**config.mk**
```make
export PLATFORM = sky130hd
export DESIGN_NAME = shark_sprite_engine
export DESIGN_NICKNAME = d
export VERILOG_FILES = /design/src/rtl/shark_sprite_engine_pkg.sv /design/src/rtl/shark_sprite_engine_anim_counter.sv /design/src/rtl/shark_sprite_engine.sv
export SDC_FILE = /design/constraint.sdc
export NUM_CORES = 1
export LEC_CHECK = 0
export CORE_MARGIN = 2
export CORE_UTILIZATION = 53
export DETAILED_ROUTE_END_ITERATION = 10
export GPL_TIMING_DRIVEN = 1
export PLACE_DENSITY = 0.95
export SYNTH_ARGS = -nofsm -noshare
export SYNTH_HDL_FRONTEND = slang
export SYNTH_SLANG_ARGS = --single-unit
```
**constraint.sdc**
```tcl
create_clock -name clk -period 7.45 [get_ports clk]
set_clock_uncertainty 0.15 [all_clocks]
set_input_delay 2.235 -clock clk [delete_from_list [all_inputs] [get_ports clk]]
set_output_delay 2.235 -clock clk [all_outputs]
set_load 0.01 [all_outputs]
```
**src/rtl/shark_sprite_engine_pkg.sv**
```systemverilog
// shark_sprite_engine_pkg: shared constants for the shark/collectable sprite pipeline
package shark_sprite_engine_pkg;
  localparam logic [11:0] SPRITE_KEY        = 12'h000;
  localparam int          SPRITE_W          = 40;
  localparam int          SPRITE_H          = 20;
  localparam int          SPRITE_LOG_FRAMES = 3;
  localparam int          SPRITE_PERIOD     = 8;
  typedef enum logic [2:0] {
    S_SHARK = 3'd0,
    S_COIN  = 3'd1
  } s_type_e;
endpackage

```
**src/rtl/shark_sprite_engine_anim_counter.sv**
```systemverilog
// sprite_anim_counter: vsync edge detect, period counter and animation frame index
module sprite_anim_counter
  import shark_sprite_engine_pkg::*;
#(
  parameter int LOG_FRAMES   = SPRITE_LOG_FRAMES,
  parameter int FRAME_PERIOD = SPRITE_PERIOD
) (
  input  logic                  clk,
  input  logic                  reset,
  input  logic                  vsync,
  input  logic                  enable,
  output logic                  fb,
  output logic [LOG_FRAMES-1:0] frame
);
  localparam int CW = (FRAME_PERIOD > 1) ? $clog2(FRAME_PERIOD) : 1;
  logic                  r_vsync_d;
  logic [CW-1:0]         r_cnt;
  logic [LOG_FRAMES-1:0] r_frame;
  logic                  w_wrap;
  assign fb     = vsync & ~r_vsync_d;
  assign w_wrap = (r_cnt == CW'(FRAME_PERIOD - 1));
  assign frame  = r_frame;
  // count enabled frame boundaries; each full period steps the frame index, which wraps by width
  always_ff @(posedge clk or posedge reset)
    if (reset) begin
      r_vsync_d <= 1'b0;
      r_cnt     <= '0;
      r_frame   <= '0;
    end else begin
      r_vsync_d <= vsync;
      if (fb && enable) begin
        r_cnt   <= w_wrap ? '0 : r_cnt + 1'b1;
        r_frame <= w_wrap ? r_frame + 1'b1 : r_frame;
      end
    end
endmodule

```
**src/rtl/shark_sprite_engine.sv**
```systemverilog
// shark_sprite_engine: sprite box hit test, ROM addressing and keyed pixel output
module shark_sprite_engine
  import shark_sprite_engine_pkg::*;
#(
  parameter int          WIDTH        = SPRITE_W,
  parameter int          HEIGHT       = SPRITE_H,
  parameter int          LOG_FRAMES   = SPRITE_LOG_FRAMES,
  parameter int          FRAME_PERIOD = SPRITE_PERIOD,
  parameter logic [11:0] TRANSPARENT  = SPRITE_KEY
) (
  input  logic                  clk,
  input  logic                  reset,
  input  logic [10:0]           hcount,
  input  logic [9:0]            vcount,
  input  logic                  vsync,
  input  logic                  enable,
  input  logic [10:0]           sprite_x,
  input  logic [9:0]            sprite_y,
  input  logic [2:0]            s_type_in,
  output logic [5:0]            rom_x,
  output logic [4:0]            rom_y,
  output logic [2:0]            rom_s_type,
  output logic [LOG_FRAMES-1:0] rom_frame,
  input  logic [11:0]           rom_pixel,
  output logic [11:0]           pixel_out,
  output logic                  pixel_valid
);
  logic        w_fb, w_hit, w_opaque;
  logic [11:0] w_hend;
  logic [10:0] w_vend;
  logic [10:0] r_px;
  logic [9:0]  r_py;
  logic [2:0]  r_ptype;
  logic        r_latched_ok;
  logic [5:0]  r_rom_x;
  logic [4:0]  r_rom_y;
  logic [2:0]  r_rom_s_type;
  logic        r_hit1;
  logic [11:0] r_pixel_out;
  logic        r_pixel_valid;
  sprite_anim_counter #(
    .LOG_FRAMES  (LOG_FRAMES),
    .FRAME_PERIOD(FRAME_PERIOD)
  ) u_anim (
    .clk   (clk),
    .reset (reset),
    .vsync (vsync),
    .enable(enable),
    .fb    (w_fb),
    .frame (rom_frame)
  );
  // box ends are one bit wider so a sprite at the right/bottom edge never wraps to column/row 0
  assign w_hend   = {1'b0, r_px} + 12'(WIDTH);
  assign w_vend   = {1'b0, r_py} + 11'(HEIGHT);
  assign w_hit    = enable & r_latched_ok & (hcount >= r_px) & ({1'b0, hcount} < w_hend)
                  & (vcount >= r_py) & ({1'b0, vcount} < w_vend);
  assign w_opaque = r_hit1 & (rom_pixel != TRANSPARENT);
  assign rom_x       = r_rom_x;
  assign rom_y       = r_rom_y;
  assign rom_s_type  = r_rom_s_type;
  assign pixel_out   = r_pixel_out;
  assign pixel_valid = r_pixel_valid;
  // position/type latch at the frame boundary; latched_ok blocks drawing until the first load
  always_ff @(posedge clk or posedge reset)
    if (reset) begin
      r_px         <= '0;
      r_py         <= '0;
      r_ptype      <= '0;
      r_latched_ok <= 1'b0;
    end else if (w_fb) begin
      r_px         <= sprite_x;
      r_py         <= sprite_y;
      r_ptype      <= s_type_in;
      r_latched_ok <= 1'b1;
    end
  // stage 1: hit test and ROM address, zero address outside the box
  always_ff @(posedge clk or posedge reset)
    if (reset) begin
      r_rom_x      <= '0;
      r_rom_y      <= '0;
      r_rom_s_type <= '0;
      r_hit1       <= 1'b0;
    end else begin
      r_rom_x      <= w_hit ? 6'(hcount - r_px) : '0;
      r_rom_y      <= w_hit ? 5'(vcount - r_py) : '0;
      r_rom_s_type <= r_ptype;
      r_hit1       <= w_hit;
    end
  // stage 2: colour-key the ROM pixel
  always_ff @(posedge clk or posedge reset)
    if (reset) begin
      r_pixel_out   <= '0;
      r_pixel_valid <= 1'b0;
    end else begin
      r_pixel_out   <= w_opaque ? rom_pixel : '0;
      r_pixel_valid <= w_opaque;
    end
endmodule

```
[Word level (Yosys, flattened, before mapping)]
Cells that the tools add are included.
Storage, ports and cells
  bits in registers: 60
  bits of input ports: 61
  output and inout port bits: 30
  logic and storage cells: 39
Operators by class
  add/sub/neg operators: 6
  magnitude comparators: 4
  equality and inequality tests: 1
  muxes and demuxes: 4
  bitwise gates (word level): 8
  reduce and logical (&&, ||, !) cells: 3
Operators by type and width (number)
  11-bit by 6-bit adder with 12-bit output, second input constant: 1
  11-bit by 12-bit < comparator with 1-bit output: 1
  12-bit two-way mux: 1
  12-bit nonzero test: 1
  10-bit by 5-bit adder with 11-bit output, second input constant: 1
  11-bit >= comparator: 1
  10-bit by 11-bit < comparator with 1-bit output: 1
  10-bit >= comparator: 1
  1-bit bitwise AND: 7
  3-bit by 1-bit adder with 3-bit output, second input constant: 2
  6-bit two-way mux: 1
  6-bit subtractor: 1
  5-bit two-way mux: 1
  5-bit subtractor: 1
  3-bit equality test, second input constant: 1
  3-bit two-way mux: 1
  2-bit AND reduction: 1
  1-bit logical AND: 1
  1-bit inverter: 1

[Depth between registers and ports, before layout]
  depth after elaboration: 6
  gate-level depth with buffers: 10
  depth with buffers taken out: 9

[Hierarchy]
A second synthesis with hierarchy kept.
Second synthesis, totals
  cell total of the unflattened synthesis: 326
  area total of the unflattened synthesis: 3454.6 µm²
Modules (own cells, without submodules)
  shark_sprite_engine: times used 1, cells each 299, area an instance 3130.5 µm², seq. area each 1326.3 µm²
  sprite_anim_counter: times used 1, cells each 27, area an instance 324.1 µm², seq. area each 175.2 µm²

[Worst setup path before layout]
Ideal clock, no wire load.
  path type: input port to flip-flop
  start point: in vcount[0]
  end point: reg r_rom_x[2] (netlist: rom_x[2])
  setup time: 0.129 ns
  data arrival time: 3.858 ns
  path slack: 3.313 ns
  stages: 10
  cells stage by stage: inv_1 ha_1 inv_1 fa_1 a21o_1 a21oi_1 a31oi_1 o22ai_1 buf_2 nor4_2
On the way
  cells in the longest elaborated chain, start to end: 4
  elaborated cells on any way between the ends: 5
  those cells by class: order compare: 2; mux: 1; bitwise: 2
Ends and longest elaborated chain
  start: declaration: line shark_sprite_engine.sv:14  | input logic [9:0] vcount,
  10-bit >= comparator: line shark_sprite_engine.sv:56  | & (vcount >= r_py) & ({1'b0, vcount} < w_vend);
  1-bit bitwise AND: line shark_sprite_engine.sv:56
  1-bit bitwise AND (*): line shark_sprite_engine.sv:56
  6-bit two-way mux (*): line shark_sprite_engine.sv:84  | r_rom_x <= w_hit ? 6'(hcount - r_px) : '0;
  end signal: assignment: line shark_sprite_engine.sv:84
  end: declaration: line shark_sprite_engine.sv:35  | logic [5:0] r_rom_x;
Every way passes the cells marked *; elsewhere a longest branch is shown, timed or not.
A chain may end at the register's enable or synchronous reset.

[Worst setup path after layout]
  start point: in hcount[0]
  end point: reg r_rom_x[2] (netlist: rom_x[2])
On the way
  cells in the longest elaborated chain, start to end: 6
  elaborated cells on any way between the ends: 8
  those cells by class: add/sub: 1; order compare: 2; mux: 1; bitwise: 4
Ends and longest elaborated chain
  start: declaration: line shark_sprite_engine.sv:13  | input logic [10:0] hcount,
  11-bit >= comparator: line shark_sprite_engine.sv:55  | assign w_hit = enable & r_latched_ok & (hcount >= r_px) & ({1'b0, hcount} < w_hend)
  1-bit bitwise AND (2 in series): line shark_sprite_engine.sv:55
  1-bit bitwise AND (2 in series): line shark_sprite_engine.sv:56
  6-bit two-way mux (*): line shark_sprite_engine.sv:84
Marks and branches as above.

==> implementation parameters <==
Parameter                              Value

CTS
  Cells resized by post-CTS repair    0
  H-tree levels    3
  Cell chosen for the clock root    clkbuf_8
  CTS sink count    60
  Hold buffers post-CTS    0
  Reg clk slew, reported paths    approximately 0.06 ns
  Buffer count from post-CTS setup fixing    0
  Clock tree from TritonCTS    done
  Number of buffers on the longest clock path    2
  Later-pin clock latency in the skew report    0.33 ns
  CTS Buf Count    9

Die
  Overall die area    7157 um2
  Initial core utilization    0.5454
  Number of standard-cell rows in the floorplan    29
  Height of the chip    84.60 um
  Horiz. Die Dim    between 80 and 90 um
  Top-level I/O count    91
  Floorplan core area    6314 um2

Setup path
  Worst r2r path cells    9
  Worst Path Class, Setup    in2reg
  Type of destination of the critical path    flop
  Startpoint of the lowest-slack register-to-register path    r_px[3]
  Minimum setup slack among reg-to-reg paths    approximately 4.8 ns
  Origin of the worst setup path    hcount[0]
  Critical path required time    about 7.5 ns
  Type of element launching the critical path    input port
  Worst setup path endpoint    rom_x[2]
  Maximum net fanout on the critical path    12
  Signal arrival time at the worst endpoint    4.35 ns
  Endpoint of the lowest-slack register-to-register path    rom_x[2]

Synth
  Cell taking the most area after synthesis    dfrtp_1
  Warnings from Yosys    0
  Flip-flop cell with the highest count after synthesis    dfrtp_1
  Post-synthesis adder-cell area fraction    0.1642
  Share of synthesized area spent on multiplexers    0.02616
  Proportion of netlist area held by the largest area contributor    0.4360
  Mean instance size in the synthesized netlist    10.69 um2
  Post-synthesis cell type count    48
  Post-Synth Simple-Gate Area    0.1479
  Async set-reset flop share out of synthesis    1.000
  Sequential-to-total area share from yosys stat    0.4360
  Complex-gate fraction of the synthesized area    0.1286
  Syn nets    427
  Summed instance area of the synthesized netlist    3443 um2
  Flop and latch count out of synthesis    60
  Synthesized instance count    322
  Parity-gate share of the synthesized area counting xor and xnor cells    0.04833
  Count of flip-flops with a built-in enable after synthesis    0
  Area contributors post-synth    dfrtp_1 44%, ha_1 15%, xnor2_1 4.1%
  Largest family of logic cells by synthesized area    adder cells

Final layout
  Antenna Cells    0
  Most frequent standard cell in the layout excluding fill and tap cells    clkdlybuf4s50_1
  Final Instance Count excl. Fillers    499
  Layout cell share with drive strength beyond 1    0.09716
  Fin nets    523
  Area Growth Syn to Fin    33.58%
  Fill cell instance count of the final layout    470
  Leading cell types in the layout, fill and taps excluded    90 x clkdlybuf4s50_1, 60 x dfrtp_1, 42 x ha_1
  Multi-input logic area    1777 um2
  Utilization after layout    0.7285
  Sequential standard cell area    1501 um2

STA
  RSZ-0062 raised after global routing    false
  Worst-case setup margin in the final layout    3.180 ns
  Transition time at the pin with the least slew margin    0.7235 ns
  Total Neg Setup Slack    0 ns
  Number of setup violations in the final report    0
  Endpoints failing hold    0
  Final critical-path required period    4.270 ns
  Maximum clock frequency    234.2 MHz
  Hold slack final    0.2201 ns
  Number of slew-limit violations in the final report    0
  Final critical-path share of the clock period    0.5732
  Relative slew margins    0.5176

Routing
  Number of detailed-routing iterations run before antenna repair    6
  Number of nets still failing antenna checks after routing    0
  Routed via count divided by cell count    around 5.4
  Total length of routed wires    7.414 mm
  Starting DRC count in detailed routing    87
  DRC violations left    0
  Via count    2,719
  WL per Instance    about 15 um

Placement
  Placed Cells incl. Taps    484
  Pre-CTS setup slack    ~2.8 ns
  Port Buffer Count    90
  Final weighted congestion in routability-driven placement    0.8650
  Final HPWL from detailed placement    about 6 mm

Pwr
  Worst VDD drop    0.1515 mV
  Leakage    0.002049 uW
  Power per cell area    ~200 nW/um2

Flow run
  Max-cap check violation count    0

Global routing
  Largest net degree at the start of global routing    61
  First-pass GRT wire length    12.60 mm
  Remaining Overflow, GRT    0
  Overall fraction of global-route tracks in use    0.2219
  Via count of the first global-routing pass    around 2,800
  Initial antenna violation count    0

Status
  Run status    completed

Worst hold path
  Worst Hold Class    reg2reg
==> cell type report <==
| cell class | instances | area share |
|---|---|---|
| clock buffer | 14 | 0.03536 |
| sequential | 60 | 0.3264 |
| multi-input combinational | 220 | 0.3863 |
| clock inverter | 1 | 0.001632 |
| tap | 77 | 0.02095 |
| inverter | 33 | 0.02693 |
| timing repair buffer | 94 | 0.2024 |
==> power breakdown <==
part           switching (uW)  total (uW)  internal (uW)  leakage [uW]
sequential               23.8         385            361      0.000773
clock                     116         253            137     0.0000828
combinational             151         295            145       0.00119
total                     290         933            643       0.00205
==> critical path, cell delays in order <==
cell and delay [ns]:
clkdlybuf4s50_1 0.41, inv_1 0.07, ha_1 0.16, inv_1 0.05, fa_1 0.41, nand3b_1 0.14, a31oi_1 0.11, o21ai_2 0.21
o211ai_4 0.21, nor4_2 0.33
==> cell families after synthesis <==
kind of cell             count (synthesis)
adder cells (fa/ha/maj)                 44
buffers and inverters                   42
flip-flops                              60
multiplexers                             8
XOR/XNOR                                19
AND/OR/NAND/NOR                         83
AO/OA/AOI/OAI                           66
==> cell usage after synthesis (6+ instances only) <==
cell	count
ha_1	42
and2_1	12
nor4_2	10
inv_1	33
nand3_1	6
mux2_2	8
nand2_1	23
o21ai_0	23
a21oi_1	10
xnor2_1	16
nand4_1	8
a21o_1	7
nor3_1	6
dfrtp_1	60
==> how the worst min path moves through the flow <==
| stage | startpoint | slack, ns | cells after the start | to |
|---|---|---|---|---|
| global route | r_ptype[1] | 0.24 | 0 | rom_s_type[1] |
| detailed placement | r_ptype[1] | 0.21 | 0 | rom_s_type[1] |
| finish | r_ptype[1] | 0.22 | 0 | rom_s_type[1] |
| floorplan | r_ptype[0] | 0.20 | 0 | rom_s_type[0] |
| global placement | r_ptype[1] | 0.20 | 0 | rom_s_type[1] |
| CTS | r_ptype[1] | 0.23 | 0 | rom_s_type[1] |
==> per-layer routing <==
layer,GRT usage,routed length (um),part of all wire
met5,0,0,0
met4,0.1053,212,0.029
met2,0.3629,3540,0.48
met1,0.2861,3243,0.44
met3,0.04031,418,0.056
==> stage by stage <==
stage | power (uW) | cell area [um2]
2_1_floorplan | 577.6 | 3443
3_3_place_gp | 666.2 | 4429
3_5_place_dp | 683.7 | 4429
4_1_cts | 941.5 | 4599
5_1_grt | 997.4 | 4599
6_report | 933.3 | 4599
==> registers in the layout, indices dropped and copies added (netlist names) <==
name and flops:
pixel_out 12, pixel_valid 1, r_hit1 1, r_latched_ok 1, r_ptype 3, r_px 11, r_py 10, rom_s_type 3
rom_x 6, rom_y 5, u_anim.frame 3, u_anim.r_cnt 3, u_anim.r_vsync_d 1
Power figures use the tool's default switching activity.
